$ cat src/rtl/contact_entry_if.sv
// ============================================================================
// contact_entry_if : keypad / call-controller signal bundle for contact_entry
// Revision 1.0
// ============================================================================
`default_nettype none

interface contact_entry_if;
  logic        key_valid;
  logic [3:0]  key_code;
  logic        cancel;
  logic        fsm_busy;
  logic        dial;
  logic        valid_cntct;
  logic [15:0] number;
  logic [2:0]  digit_count;
  logic        entry_err;
  logic        reject;

  modport master (
    output key_valid, key_code, cancel, fsm_busy,
    input  dial, valid_cntct, number, digit_count, entry_err, reject
  );

  modport slave (
    input  key_valid, key_code, cancel, fsm_busy,
    output dial, valid_cntct, number, digit_count, entry_err, reject
  );
endinterface

`default_nettype wire

$ cat src/rtl/contact_entry.sv
// ============================================================================
// contact_entry : 4-digit BCD keypad entry, contact match and dial handshake
// Revision 1.0
// ============================================================================
`default_nettype none

module contact_entry #(
  parameter logic [15:0] CONTACT0    = 16'h1234,
  parameter logic [15:0] CONTACT1    = 16'h5678,
  parameter logic [15:0] CONTACT2    = 16'h9012,
  parameter logic [15:0] CONTACT3    = 16'h0911,
  parameter int          REQ_TIMEOUT = 15
) (
  input  wire logic       clk,
  input  wire logic       reset,
  contact_entry_if.slave  bus
);

  localparam int CNT_W = (REQ_TIMEOUT < 2) ? 1 : $clog2(REQ_TIMEOUT);
  localparam logic [CNT_W-1:0] CNT_LAST = CNT_W'(REQ_TIMEOUT - 1);

  typedef enum logic [1:0] {
    ST_ENTRY   = 2'd0,
    ST_CHECK   = 2'd1,
    ST_REQUEST = 2'd2,
    ST_LOCKED  = 2'd3
  } state_t;

  state_t           state_q, state_d;
  logic [15:0]      number_q, number_d;
  logic [2:0]       count_q, count_d;
  logic             dial_q, dial_d;
  logic             valid_q, valid_d;
  logic             err_q, err_d;
  logic             reject_q, reject_d;
  logic [CNT_W-1:0] req_cnt_q, req_cnt_d;

  logic match;
  assign match = (number_q == CONTACT0) || (number_q == CONTACT1) ||
                 (number_q == CONTACT2) || (number_q == CONTACT3);

  always_comb begin
    state_d   = state_q;
    number_d  = number_q;
    count_d   = count_q;
    dial_d    = dial_q;
    valid_d   = valid_q;
    err_d     = 1'b0;
    reject_d  = 1'b0;
    req_cnt_d = req_cnt_q;

    if (bus.cancel) begin
      state_d   = ST_ENTRY;
      number_d  = 16'h0000;
      count_d   = 3'd0;
      dial_d    = 1'b0;
      valid_d   = 1'b0;
      req_cnt_d = '0;
    end else begin
      case (state_q)
        ST_ENTRY: begin
          if (bus.key_valid) begin
            if (bus.key_code <= 4'd9) begin
              if (count_q != 3'd4) begin
                number_d = {number_q[11:0], bus.key_code};
                count_d  = count_q + 3'd1;
              end else begin
                err_d = 1'b1;
              end
            end else if (bus.key_code == 4'hA) begin
              if (count_q != 3'd0) begin
                number_d = {4'h0, number_q[15:4]};
                count_d  = count_q - 3'd1;
              end
            end else if (bus.key_code == 4'hB) begin
              if (count_q == 3'd4) state_d = ST_CHECK;
              else                 err_d   = 1'b1;
            end else if (bus.key_code == 4'hC) begin
              number_d = 16'h0000;
              count_d  = 3'd0;
            end
          end
        end

        ST_CHECK: begin
          if (match) begin
            state_d   = ST_REQUEST;
            dial_d    = 1'b1;
            valid_d   = 1'b1;
            req_cnt_d = '0;
          end else begin
            state_d  = ST_ENTRY;
            reject_d = 1'b1;
            number_d = 16'h0000;
            count_d  = 3'd0;
          end
        end

        ST_REQUEST: begin
          // Busy wins over a timeout landing in the same cycle.
          if (bus.fsm_busy) begin
            state_d = ST_LOCKED;
            dial_d  = 1'b0;
            valid_d = 1'b0;
          end else if (req_cnt_q == CNT_LAST) begin
            state_d   = ST_ENTRY;
            err_d     = 1'b1;
            dial_d    = 1'b0;
            valid_d   = 1'b0;
            number_d  = 16'h0000;
            count_d   = 3'd0;
            req_cnt_d = '0;
          end else begin
            req_cnt_d = req_cnt_q + CNT_W'(1);
          end
        end

        ST_LOCKED: begin
          dial_d  = 1'b0;
          valid_d = 1'b0;
          if (!bus.fsm_busy) begin
            state_d  = ST_ENTRY;
            number_d = 16'h0000;
            count_d  = 3'd0;
          end
        end

        default: begin
          state_d  = ST_ENTRY;
          number_d = 16'h0000;
          count_d  = 3'd0;
          dial_d   = 1'b0;
          valid_d  = 1'b0;
        end
      endcase
    end
  end

  always_ff @(posedge clk or posedge reset) begin
    if (reset) begin
      state_q   <= ST_ENTRY;
      number_q  <= 16'h0000;
      count_q   <= 3'd0;
      dial_q    <= 1'b0;
      valid_q   <= 1'b0;
      err_q     <= 1'b0;
      reject_q  <= 1'b0;
      req_cnt_q <= '0;
    end else begin
      state_q   <= state_d;
      number_q  <= number_d;
      count_q   <= count_d;
      dial_q    <= dial_d;
      valid_q   <= valid_d;
      err_q     <= err_d;
      reject_q  <= reject_d;
      req_cnt_q <= req_cnt_d;
    end
  end

  assign bus.dial        = dial_q;
  assign bus.valid_cntct = valid_q;
  assign bus.number      = number_q;
  assign bus.digit_count = count_q;
  assign bus.entry_err   = err_q;
  assign bus.reject      = reject_q;

endmodule

`default_nettype wire

$ cat src/flat_wrapper.sv
// flat-port wrapper written by rule: the top's interface ports become plain ports
module contact_entry_flat 
#(
  parameter logic [15:0] CONTACT0    = 16'h1234,
  parameter logic [15:0] CONTACT1    = 16'h5678,
  parameter logic [15:0] CONTACT2    = 16'h9012,
  parameter logic [15:0] CONTACT3    = 16'h0911,
  parameter int          REQ_TIMEOUT = 15
)
  (clk, reset, bus_key_valid, bus_key_code, bus_cancel, bus_fsm_busy, bus_dial, bus_valid_cntct, bus_number, bus_digit_count, bus_entry_err, bus_reject);
  contact_entry_if bus_i ();
  input  wire logic clk;
  input  wire logic reset;
  input wire logic [$bits(bus_i.key_valid)-1:0] bus_key_valid;
  input wire logic [$bits(bus_i.key_code)-1:0] bus_key_code;
  input wire logic [$bits(bus_i.cancel)-1:0] bus_cancel;
  input wire logic [$bits(bus_i.fsm_busy)-1:0] bus_fsm_busy;
  output wire logic [$bits(bus_i.dial)-1:0] bus_dial;
  output wire logic [$bits(bus_i.valid_cntct)-1:0] bus_valid_cntct;
  output wire logic [$bits(bus_i.number)-1:0] bus_number;
  output wire logic [$bits(bus_i.digit_count)-1:0] bus_digit_count;
  output wire logic [$bits(bus_i.entry_err)-1:0] bus_entry_err;
  output wire logic [$bits(bus_i.reject)-1:0] bus_reject;
  assign bus_i.key_valid = bus_key_valid;
  assign bus_i.key_code = bus_key_code;
  assign bus_i.cancel = bus_cancel;
  assign bus_i.fsm_busy = bus_fsm_busy;
  assign bus_dial = bus_i.dial;
  assign bus_valid_cntct = bus_i.valid_cntct;
  assign bus_number = bus_i.number;
  assign bus_digit_count = bus_i.digit_count;
  assign bus_entry_err = bus_i.entry_err;
  assign bus_reject = bus_i.reject;
  contact_entry #(.CONTACT0(CONTACT0), .CONTACT1(CONTACT1), .CONTACT2(CONTACT2), .CONTACT3(CONTACT3), .REQ_TIMEOUT(REQ_TIMEOUT)) u_core (.clk(clk), .reset(reset), .bus(bus_i));
endmodule
$ cat config.mk
export PLATFORM = sky130hd
export DESIGN_NAME = contact_entry_flat
export DESIGN_NICKNAME = d
export VERILOG_FILES = /design/src/rtl/contact_entry_if.sv /design/src/rtl/contact_entry.sv /design/src/flat_wrapper.sv
export SDC_FILE = /design/constraint.sdc
export NUM_CORES = 1
export LEC_CHECK = 0
export ABC_AREA = 0
export BUFFER_PORTS_ARGS = -buffer_cell sky130_fd_sc_hd__buf_2
export CELL_PAD_IN_SITES_DETAIL_PLACEMENT = 1
export CELL_PAD_IN_SITES_GLOBAL_PLACEMENT = 2
export CORE_AREA = 4 4 72 81
export CTS_CLUSTER_SIZE = 28
export DETAILED_ROUTE_END_ITERATION = 10
export DIE_AREA = 0 0 76 85
export GPL_ROUTABILITY_DRIVEN = 0
export PLACE_DENSITY_LB_ADDON = 0.3
export SETUP_SLACK_MARGIN = 0.4
export SYNTH_ARGS = -nofsm -noshare
export SYNTH_HDL_FRONTEND = slang
export SYNTH_SLANG_ARGS = --single-unit
$ cat constraint.sdc
create_clock -name clk -period 2.75 [get_ports clk]
set_input_delay 0.1375 -clock clk [delete_from_list [all_inputs] [get_ports clk]]
set_output_delay 0.1375 -clock clk [all_outputs]
set_load 0.01 [all_outputs]
; After elaboration in Yosys (flattened, before gate mapping)
; Index checks and enable logic that the tools add are counted.
[totals]
output_inout_bits = 23
reg_bits = 28
[classes]
n_lt_le_gt_ge = 1
eq_ne = 28
addsub = 3
mux = 60
reduce_logical = 11
[op_table]
columns = operator, n
row1 = 16-bit 2-to-1 mux, 12
row2 = 16-bit case mux with 4 select lines, 1
row3 = 3-bit 2-to-1 mux, 12
row4 = "3-bit != test, second input constant", 7
row5 = 2-bit 2-to-1 mux, 10
row6 = "16-bit by 12-bit equality test with 1-bit output, second input constant", 1
row7 = "16-bit by 13-bit equality test with 1-bit output, second input constant", 1
row8 = "16-bit by 15-bit equality test with 1-bit output, second input constant", 1
row9 = "16-bit equality test, second input constant", 1
row10 = "4-bit equality test, second input constant", 4
row11 = 1-bit 2-to-1 mux, 16
row12 = 4-bit 2-to-1 mux, 4
row13 = "3-bit by 2-bit != test with 1-bit output, second input constant", 4
row14 = 3-bit case mux with 4 select lines, 1
row15 = 9-bit AND reduction, 1
row16 = 2-bit case mux with 4 select lines, 1
row17 = 4-bit case mux with 2 select lines, 1
row18 = 7-bit AND reduction, 1
row19 = 3-bit AND reduction, 2
row20 = 3-bit nonzero test, 2
row21 = "5-bit by 2-bit != test with 1-bit output, second input constant", 1
row22 = "5-bit by 3-bit != test with 1-bit output, second input constant", 1
row23 = "5-bit by 4-bit != test with 1-bit output, second input constant", 1
row24 = "4-bit by 1-bit adder with 4-bit output, second input constant", 1
row25 = other kinds (13), 16

; Depth between registers and ports, before layout
; Gate-level depths: netlist of the first run.
[depth]
word_depth = 8
ltp_mapped = 9
depth_no_buf = 8

; Worst setup path after synthesis of the first run
; Ideal clock, no wire load.
[synth_timing]
path_kind = register to register
startpoint = reg u_core.number_q[10] (netlist: u_core.bus.number[10])
endpoint = reg u_core.req_cnt_q[3]
n_path_buf = 1
stages_incl_launch_ff = 8
required_time_ns = 2.602
t_arrival_ns = 2.435
setup_ns = 0.148
path_slack_ns = 0.167
period_less_slack_ns = 2.583
cell_sequence = dfrtp_1 > or4_1 > o41a_1 > or4b_1 > and3b_1 > buf_6 > o31ai_1 > o41ai_1
[synth_via]
elab_chain_cells = 6
elab_cells_between_ends = 9
[synth_rtl]
columns = item, line
row1 = "start, declared", contact_entry.sv:30  ; logic [15:0] number_q, number_d;
row2 = "start signal, assigned", contact_entry.sv:151  ; number_q <= number_d;
row3 = 16-bit by 13-bit equality test with 1-bit output or 16-bit by 15-bit equality test with 1-bit output (tied branches), contact_entry.sv:39  ; assign match = (number_q == CONTACT0) || (number_q == CONTACT1) ||
row4 = 1-bit logical OR (2 in a row), contact_entry.sv:39
row5 = 1-bit logical OR *, contact_entry.sv:40  ; (number_q == CONTACT2) || (number_q == CONTACT3);
row6 = 3-bit by 2-bit != test with 1-bit output (no line) *, --
row7 = 3-bit AND reduction (no line) *, --
row8 = "end signal, assigned", contact_entry.sv:157  ; req_cnt_q <= req_cnt_d;
row9 = "end, declared", contact_entry.sv:36  ; logic [CNT_W-1:0] req_cnt_q, req_cnt_d;
; Every way passes the cells marked *; elsewhere a longest branch is shown, timed or not.
; A chain may end at the register's enable or synchronous reset.

; Worst setup path in the final report of the first run
[layout_timing]
startpoint = reg u_core.number_q[14] (netlist: u_core.bus.number[14])
endpoint = reg u_core.req_cnt_q[3]
; Same word-level chain as after synthesis.

==> results of run 1 <==
## placed cells by master (no fill, tap or decap), types with 3 or more instances in the layout
master / Yosys / final
sky130_fd_sc_hd__a21oi_1: 5 / 4
sky130_fd_sc_hd__a221oi_1: 9 / 9
sky130_fd_sc_hd__a22oi_1: 3 / 3
sky130_fd_sc_hd__a2bb2oi_1: 10 / 10
sky130_fd_sc_hd__buf_2: 1 / 31
sky130_fd_sc_hd__buf_4: 1 / 10
sky130_fd_sc_hd__clkbuf_8: 0 / 4
sky130_fd_sc_hd__dfrtp_1: 28 / 26
sky130_fd_sc_hd__ha_1: 5 / 5
sky130_fd_sc_hd__inv_1: 12 / 12
sky130_fd_sc_hd__mux2i_1: 7 / 7
sky130_fd_sc_hd__nand2_1: 12 / 12
sky130_fd_sc_hd__nand3_1: 4 / 4
sky130_fd_sc_hd__nor2_1: 4 / 4
sky130_fd_sc_hd__nor2b_1: 3 / 3
sky130_fd_sc_hd__nor3_1: 6 / 6
sky130_fd_sc_hd__nor4bb_1: 3 / 3
sky130_fd_sc_hd__o21ai_0: 9 / 7
## layout make-up
cell class / count / area [um^2]
inverter: 12 / 45.04
clock buffer: 4 / 55.05
sequential: 28 / 703.2
multi-input combinational: 119 / 890.9
tap: 58 / 72.57
fill: 583 / 2929
timing repair buffer: 43 / 270.3
## worst max-delay path, delay by kind of cell, from the launching register on
family / cells / cell delay [ps]
compound gates: 3 / 640
flops: 1 / 390
simple gates: 3 / 1280
## timing repair
item / 4_1_cts / 5_1_grt
setup buffers: 7 / 2
cloned: 0 / 0
endpoints found under the setup margin: 16 / 23
pin swaps: 3 / 3
gates resized for setup: 2 / 8
## power by group through the flow
stage                     registers, mW  logic (mW)  clock network (mW)
final                             0.556       0.387               0.277
after global routing              0.567       0.423               0.301
after CTS                         0.552       0.379               0.282
after detailed placement          0.564       0.338                   0
after global placement            0.561       0.331                   0
after floorplan                   0.567       0.196                   0
## worst min-delay path by stage
stage | start | end | slack [ps]
2_1_floorplan | reset | u_core.bus.dial | 200
3_3_place_gp | bus_cancel | u_core.state_q[0] | 400
3_5_place_dp | bus_cancel | u_core.state_q[0] | 410
4_1_cts | bus_cancel | u_core.state_q[0] | 100
5_1_grt | bus_cancel | u_core.state_q[0] | 110
6_report | bus_cancel | u_core.state_q[0] | 100
## metal layers
layer,up-vias,track usage
li1,725,-
met1,805,0.1831
met2,32,0.2734
met3,9,0.01911
met4,0,0.04854
met5,-,0
## flip-flops by register name, summed over array words and instances, names as in the netlist
signal	count
u_core.state_q	2
u_core.bus.dial	1
u_core.req_cnt_q	4
u_core.bus.number	16
u_core.bus.entry_err	1
u_core.bus.reject	1
u_core.bus.digit_count	3
## cell families (layout without fill, tap and decap cells)
kind of cell | count (synthesis) | in the layout
compound gates | 54 | 54
fa+ha+maj | 6 | 6
buf+inv | 22 | 59
flops | 28 | 28
mux | 9 | 9
simple gates | 50 | 50
## metrics by stage
stage	setup slack, ps	instances	hold WS (ps)	instance area [um^2]	util
finish	296.0	264	97.43	2037	0.4102
global route	217.9	264	107.5	2037	0.4102
CTS	288.2	262	95.74	1997	0.4021
detailed placement	240.9	251	405.9	1859	0.3744
global placement	306.1	251	395.2	1859	0.3744
floorplan	295.4	169	202.9	1667	-
==> impl_metrics.toml, run 1 <==
[status]
run_status = "finished, final reports clean"

[yosys]
synthAdderAreaFrac = 0.04397
synth-warning-count = 0
syn_inst = 169
synth-edff-count = 0
netlist_top_cells_count = "28 x sky130_fd_sc_hd__dfrtp_1, 12 x sky130_fd_sc_hd__inv_1, 12 x sky130_fd_sc_hd__nand2_1"
synth-async-reset-ratio = 1.000
synth_compound_area_frac = 0.2411
synth_xor_area_frac = 0
synthDominantCellAreaShare = 0.4246
yosys.area.top_type = "sky130_fd_sc_hd__dfrtp_1"
synth.top_cells.by_area = "sky130_fd_sc_hd__dfrtp_1 42%, sky130_fd_sc_hd__a2bb2oi_1 5.3%, sky130_fd_sc_hd__a221oi_1 4.8%"
largest_family_of_logic_cells_by_synthesized_area = "compound AO/OA/AOI/OAI gates"
ys.flop_type = "sky130_fd_sc_hd__dfrtp_1"
mappedNetlistArea_mm2 = 0.001650
post_synth_and_or_nand_nor_area_fraction = 0.1766
syn-mean-instance-area_um2 = 9.765
ffs_latches_synth = 28
synth.most_common_cell = "sky130_fd_sc_hd__dfrtp_1"
synth_seq_area_share = 0.4246
synth.net_count = 183
yosysUniqueCellTypes = 46
muxShareOfSynthArea = 0.05610

[pwr]
net-switching-power_mw = 0.4303
power_mw = 1.221
switching_share = 0.3525
power.share.sequential = 0.456
ir_worst_vdd_uv = 252.2
share_clk_of_total_power = 0.227
powerDensity_mw_per_mm2 = 599.3
cellLeakagePower_nw = 0.9366
power.combinational.fraction = 0.317
internal_power_mw = 0.7905

[global_route]
grt_first_pass_wirelength_um = 8052
grt_start_max_net_pins = 29
globalRouteTotalUtil = 0.1507
grt-ovfl-total = 0
grt_pass1_vias = 1603
antenna_violations_before_repair = 0

[floorplan]
die_width_um = 76
design.core.area_mm2 = 0.004966
floorplan.die_area_mm2 = 0.006460
starting_density = 0.3323
die_y_um = 85
rows = 27
ios = 32

[final_layout]
drive_above_1_share = 0.3010
area_growth_pct = 23.43
nNetsFinal = 221
n_antenna_cell = 0

[worst_setup_path]
rr_startpoint = "u_core.bus.number[14]"
critical_path.endpoint_type = "flop"
worst-path-max-fanout = 6
setup.worst_path.start = "u_core.bus.number[14]"
r2r_slack_ps = 300
reg2regPathDepth = 6
worstSetupEndpoint = "u_core.req_cnt_q[3]"
cp_data_arrival_time_ps = 2600
critPathMaxStageDelay_ps = 530
cp-start-kind = "flop"
r2r_end = "u_core.req_cnt_q[3]"
worst_ep_required_time_ps = 2890
crit_path_cell_trace = "or4_4 > o41a_1 > or4b_4 > and3b_2 > o31ai_2 > o41ai_1"
crit_type = "flop to flop"
slowest_stage = "sky130_fd_sc_hd__or4_4"

[timing]
finalHoldViolations = 0
worst_pin_slew_ps = 1127
relSlewSlack = 0.2480
timing.fmax_ghz = 0.4075
skew_ps = 2.762
timing_max_transition_violations_final = 0
final_worst_path_period_share = 0.8924
grt_setup_unrepaired = "yes"
finalSetupViolCount = 0
final.min_clock_period_ps = 2454
totalNegativeSetupSlack_ps = 0

[detailed_routing]
vias_per_cell = 5.951
initial_drc_count = 48
route.antenna.remaining_nets = 0
dr.pass1.iters = 4
num_vias = 1571
avgRoutedWirePerCell_um = 19.14
met2_length_um = 2687
routed_wl_um = 5052
routed.top_layer = "met4"
detailroute.wirelength.met3_um = 128
drt_drc_violations_left = 0
routedLengthMet1_um = 2131

[flow_run]
max_cap_viols = 0

[clocking]
cts_made_buffers = 3
cts-htree-levels = 1
number_of_sinks_handled_by_clock_tree_synthesis = 28
cts_clock_pin_slew_for_the_worst_setup_and_hold_paths_ps = 110
clk_root_buffer_cell = "sky130_fd_sc_hd__clkbuf_8"
tritoncts = "built"
insertion_delay_ps = 290
cts_hold_buffers = 0
ctsLongestPathBuffers = 2

[placed_design]
dp_hpwl_um = 3418
portBuffers = 31

[min_path]
worstHoldPathCells = 2
min-delay-path-class = "input port to flop"
No activity file was read; power rests on OpenSTA's default activity.
==> run 2: changes to the inputs <==
--- a/config.mk
+++ b/config.mk
@@ -9,13 +9,14 @@
 export BUFFER_PORTS_ARGS = -buffer_cell sky130_fd_sc_hd__buf_2
 export CELL_PAD_IN_SITES_DETAIL_PLACEMENT = 1
 export CELL_PAD_IN_SITES_GLOBAL_PLACEMENT = 2
-export CORE_AREA = 4 4 72 81
+export CORE_AREA = 4 4 71 80
 export CTS_CLUSTER_SIZE = 28
 export DETAILED_ROUTE_END_ITERATION = 10
-export DIE_AREA = 0 0 76 85
+export DIE_AREA = 0 0 75 84
 export GPL_ROUTABILITY_DRIVEN = 0
 export PLACE_DENSITY_LB_ADDON = 0.3
 export SETUP_SLACK_MARGIN = 0.4
 export SYNTH_ARGS = -nofsm -noshare
 export SYNTH_HDL_FRONTEND = slang
 export SYNTH_SLANG_ARGS = --single-unit
+export TNS_END_PERCENT = 5
==> constraint.sdc (replaced) <==
create_clock -name clk -period 3 [get_ports clk]
set_input_delay 0.15 -clock clk [delete_from_list [all_inputs] [get_ports clk]]
set_output_delay 0.15 -clock clk [all_outputs]
set_load 0.01 [all_outputs]
==> impl_metrics.toml, run 2 (same netlist as run 1, synthesis figures left out) <==
[status]
run_status = "finished, final reports clean"

[pwr]
powerDensity_mw_per_mm2 = 514.4
share_clk_of_total_power = 0.196
net-switching-power_mw = 0.3740
internal_power_mw = 0.6949
power.combinational.fraction = 0.331
cellLeakagePower_nw = 0.9541
ir_worst_vdd_uv = 191.1
power_mw = 1.069
switching_share = 0.3499
power.share.sequential = 0.474

[final_layout]
layout.cells.most_common = "sky130_fd_sc_hd__buf_2"
largest_reg_flops = 16
n_antenna_cell = 0
mostFrequentLayoutCells = "31 x sky130_fd_sc_hd__buf_2, 28 x sky130_fd_sc_hd__dfrtp_1, 12 x sky130_fd_sc_hd__inv_1, 12 x sky130_fd_sc_hd__nand2_1, 12 x sky130_fd_sc_hd__buf_4"
final_util = 0.4243
drive_above_1_share = 0.3014
area_growth_pct = 25.93
fillerInstances = 565
nNetsFinal = 225

[worst_setup_path]
crit_type = "flop to flop"
worstSetupEndpoint = "u_core.bus.dial"
setup.worst_path.start = "u_core.bus.number[10]"
r2r_slack_ps = 460
reg2regPathDepth = 7
cp-start-kind = "flop"
r2r_end = "u_core.bus.dial"
critical_path.endpoint_type = "flop"
cp_data_arrival_time_ps = 2710
worst-path-max-fanout = 6
rr_startpoint = "u_core.bus.number[10]"
worst_ep_required_time_ps = 3170

[timing]
grt_setup_unrepaired = "yes"
relSlewSlack = 0.5633
skew_ps = 2.739
holdWs_ps = 117.2
timing.fmax_ghz = 0.3935
timing_max_transition_violations_final = 0
finalSetupViolCount = 0
worst_pin_slew_ps = 646.3
final_worst_path_period_share = 0.8472
final.min_clock_period_ps = 2542
finalHoldViolations = 0
totalNegativeSetupSlack_ps = 0
fin_ws_ps = 458.5

[global_route]
antenna_violations_before_repair = 0
grt-ovfl-total = 0
grt_first_pass_wirelength_um = 8300
globalRouteTotalUtil = 0.1679
grt_start_max_net_pins = 29
grt_pass1_vias = 1623

[detailed_routing]
num_vias = 1564
routed_wl_um = 5049
routed.top_layer = "met4"
initial_drc_count = 36
drt_drc_violations_left = 0
vias_per_cell = 5.858
route.antenna.remaining_nets = 0
avgRoutedWirePerCell_um = 18.91
met2_length_um = 2535
routedLengthMet1_um = 2290
dr.pass1.iters = 4
detailroute.wirelength.met3_um = 167

[clocking]
ctsLongestPathBuffers = 2
number_of_sinks_handled_by_clock_tree_synthesis = 28
insertion_delay_ps = 280
cts_clock_pin_slew_for_the_worst_setup_and_hold_paths_ps = 90
cts-htree-levels = 1
cts_made_buffers = 3
tritoncts = "built"
clk_root_buffer_cell = "sky130_fd_sc_hd__clkbuf_8"

[placed_design]
dp_hpwl_um = 3498
dp_slack_ps = 308.0
portBuffers = 31

[flow_run]
max_cap_viols = 0

[floorplan]
die_width_um = 75
ios = 32
starting_density = 0.3369
design.core.area_mm2 = 0.004898
rows = 27
die_y_um = 84
floorplan.die_area_mm2 = 0.006300

[min_path]
min-delay-path-class = "input port to flop"
hold_path_startpoint = "bus_cancel"
-- run 2: power groups by stage --
stage,Combinational [mW],Clock [mW],Sequential [mW]
after global routing,0.390,0.237,0.518
after CTS,0.323,0.222,0.506
after global placement,0.304,0,0.510
after floorplan,0.176,0,0.519
after detailed placement,0.313,0,0.517
final,0.353,0.209,0.506
-- run 2: layout make-up --
cell class              count  area, um^2  area share
clock buffers               3       41.29     0.01987
well taps                  58       72.57     0.03492
inverters                  12       45.04     0.02167
multi-input cells         119       913.4      0.4395
repair buffers             47       305.3      0.1469
flip-flops and latches     28       700.7      0.3371
-- run 2: worst max-delay path, stage by stage (launching register included) --
cell	delay, ps
sky130_fd_sc_hd__dfrtp_1	400
sky130_fd_sc_hd__or4_4	540
sky130_fd_sc_hd__o41a_1	400
sky130_fd_sc_hd__or4b_4	490
sky130_fd_sc_hd__and3b_2	300
sky130_fd_sc_hd__buf_6	140
sky130_fd_sc_hd__o21ai_2	120
sky130_fd_sc_hd__nand2_1	60
-- run 2: timing repair --
action,4_1_cts,5_1_grt
hold buffers,0,1
setup endpoints to repair,4,7
setup buffers,2,8
cloned,0,0
pin swaps,1,8
endpoints found under the hold margin,0,7
resized for setup,4,13
-- run 2: layer usage --
layer	track usage	up-vias
met1	0.2128	799
li1	-	731
met4	0.03883	0
met5	0	-
met3	0.02289	5
met2	0.2932	29
-- run 2: stage by stage --
step	cell area [um^2]	cells
floorplan	1650	169
global placement	1858	252
detailed placement	1858	252
CTS	1929	257
global route	2078	267
finish	2078	267
-- run 2: worst min path at each step --
stage                                   end  depth (start not counted)
after global placement    u_core.state_q[0]                          2
after detailed placement  u_core.state_q[0]                          2
after floorplan             u_core.bus.dial                          1
after CTS                 u_core.state_q[0]                          2
after global routing      u_core.state_q[0]                          2
final                     u_core.state_q[0]                          2
==> run 3: changes to the inputs <==
--- a/config.mk
+++ b/config.mk
@@ -9,10 +9,10 @@
 export BUFFER_PORTS_ARGS = -buffer_cell sky130_fd_sc_hd__buf_2
 export CELL_PAD_IN_SITES_DETAIL_PLACEMENT = 1
 export CELL_PAD_IN_SITES_GLOBAL_PLACEMENT = 2
-export CORE_AREA = 4 4 71 80
+export CORE_AREA = 4 4 72 81
 export CTS_CLUSTER_SIZE = 28
 export DETAILED_ROUTE_END_ITERATION = 10
-export DIE_AREA = 0 0 75 84
+export DIE_AREA = 0 0 76 85
 export GPL_ROUTABILITY_DRIVEN = 0
 export PLACE_DENSITY_LB_ADDON = 0.3
 export SETUP_SLACK_MARGIN = 0.4
==> constraint.sdc (replaced) <==
create_clock -name clk -period 2.7 [get_ports clk]
set_input_delay 0.135 -clock clk [delete_from_list [all_inputs] [get_ports clk]]
set_output_delay 0.135 -clock clk [all_outputs]
set_load 0.01 [all_outputs]
==> impl_metrics.toml, run 3 (same netlist as run 1, synthesis figures left out) <==
[global_route]
grt-ovfl-total = 0
grt_start_max_net_pins = 29
antenna_violations_before_repair = 0
globalRouteTotalUtil = 0.1534
grt_first_pass_wirelength_um = 8335
grt_pass1_vias = 1680

[worst_setup_path]
cp_num_buf_inv = 0
critical_path.endpoint_type = "flop"
crit_path_cell_trace = "or4_4 > o41a_1 > or4b_4 > and3b_2 > o21ai_1 > o41ai_2"
slowest_stage = "sky130_fd_sc_hd__or4_4"
crit_type = "flop to flop"
r2r_slack_ps = 240
worst_ep_required_time_ps = 2850
cp-start-kind = "flop"
cp_data_arrival_time_ps = 2610
cp_top_family = "simple AND/OR/NAND/NOR gates"
worst-path-max-fanout = 7
critPathMaxStageDelay_ps = 540

[clocking]
cts_made_buffers = 3
cts_clock_pin_slew_for_the_worst_setup_and_hold_paths_ps = 100
insertion_delay_ps = 280
clk_root_buffer_cell = "sky130_fd_sc_hd__clkbuf_8"
ctsLongestPathBuffers = 2
cts-htree-levels = 1
tritoncts = "built"
number_of_sinks_handled_by_clock_tree_synthesis = 28

[final_layout]
layout.cells.most_common = "sky130_fd_sc_hd__buf_2"
layout.area.seq_um2 = 700.7
drive_above_1_share = 0.2892
largest_reg_flops = 16
mostFrequentLayoutCells = "31 x sky130_fd_sc_hd__buf_2, 28 x sky130_fd_sc_hd__dfrtp_1, 12 x sky130_fd_sc_hd__inv_1, 12 x sky130_fd_sc_hd__nand2_1"
n_antenna_cell = 0
area_growth_pct = 22.44
multi_input_comb_area_um2 = 910.9
fillerInstances = 569
nNetsFinal = 220

[timing]
timing.fmax_ghz = 0.4070
timing_max_transition_violations_final = 0
worst_pin_slew_ps = 1097
relSlewSlack = 0.2680
final_worst_path_period_share = 0.9099
totalNegativeSetupSlack_ps = 0
skew_ps = 5.224
final.min_clock_period_ps = 2457
grt_setup_unrepaired = "yes"
holdWs_ps = 114.0
finalHoldViolations = 0
finalSetupViolCount = 0

[detailed_routing]
routed_wl_um = 4870
initial_drc_count = 19
dr.pass1.iters = 4
route.antenna.remaining_nets = 0
drt_drc_violations_left = 0
num_vias = 1512
vias_per_cell = 5.771
avgRoutedWirePerCell_um = 18.59

[flow_run]
max_cap_viols = 0

[floorplan]
die_width_um = 76
ios = 32
rows = 27
floorplan.die_area_mm2 = 0.006460
die_y_um = 85
starting_density = 0.3323
design.core.area_mm2 = 0.004966

[placed_design]
dp_hpwl_um = 3427
portBuffers = 31

[pwr]
power_mw = 1.187
powerDensity_mw_per_mm2 = 587.5
ir_worst_vdd_uv = 277.3
cellLeakagePower_nw = 0.9323

[min_path]
min-delay-path-class = "input port to flop"

[status]
run_status = "finished, final reports clean"
[run 3: area by class of cell]
| cell class | instances | area share |
|---|---|---|
| tap | 58 | 0.03591 |
| timing repair buffer | 42 | 0.1238 |
| sequential | 28 | 0.3467 |
| clock buffer | 3 | 0.02043 |
| inverter | 12 | 0.02229 |
| multi-input combinational | 119 | 0.4508 |
[run 3: power breakdown]
part	internal (mW)	switching (mW)
registers	0.476	0.0839
logic	0.193	0.201
clock network	0.101	0.132
total	0.770	0.417
[run 3: routing by layer]
metal	global-route usage	share of wire	up-vias
met4	0.04369	0.012	0
met3	0.01911	0.020	7
li1	-	-	718
met1	0.1896	0.44	767
met5	0	0	-
met2	0.2773	0.52	20
[run 3: final timing paths]
kind,start,to,cells after the start
worst min-delay path,bus_cancel,u_core.state_q[0],2
max in group asynchronous,reset,u_core.req_cnt_q[1],2
worst max register to register,u_core.bus.number[14],u_core.req_cnt_q[1],6
min in group asynchronous,reset,u_core.state_q[1],2
worst min register to register,u_core.bus.dial,u_core.bus.dial,2
worst max-delay path,u_core.bus.number[14],u_core.req_cnt_q[1],6
[run 3: stage by stage]
stage          worst slack, ps  area (um^2)  instances  utilization
3_3_place_gp             275.6         1874        253       0.3774
3_5_place_dp             201.7         1874        253       0.3774
2_1_floorplan            245.4         1665        169            -
4_1_cts                  226.7         1943        259       0.3913
6_report                 243.3         2021        262       0.4069
5_1_grt                  170.7         2021        262       0.4069
[run 3: worst reg2reg max path, delay by kind of cell (launching register included)]
| kind | cells | cell delay (ps) |
|---|---|---|
| simple gates | 3 | 1310 |
| compound gates | 3 | 630 |
| flops | 1 | 400 |
[run 3: repair_timing]
action                                  CTS  global route
gates resized for setup                   2             8
hold buffers                              0             0
pin swaps                                 1             2
endpoints found under the setup margin   24            25
setup buffers                             3             3
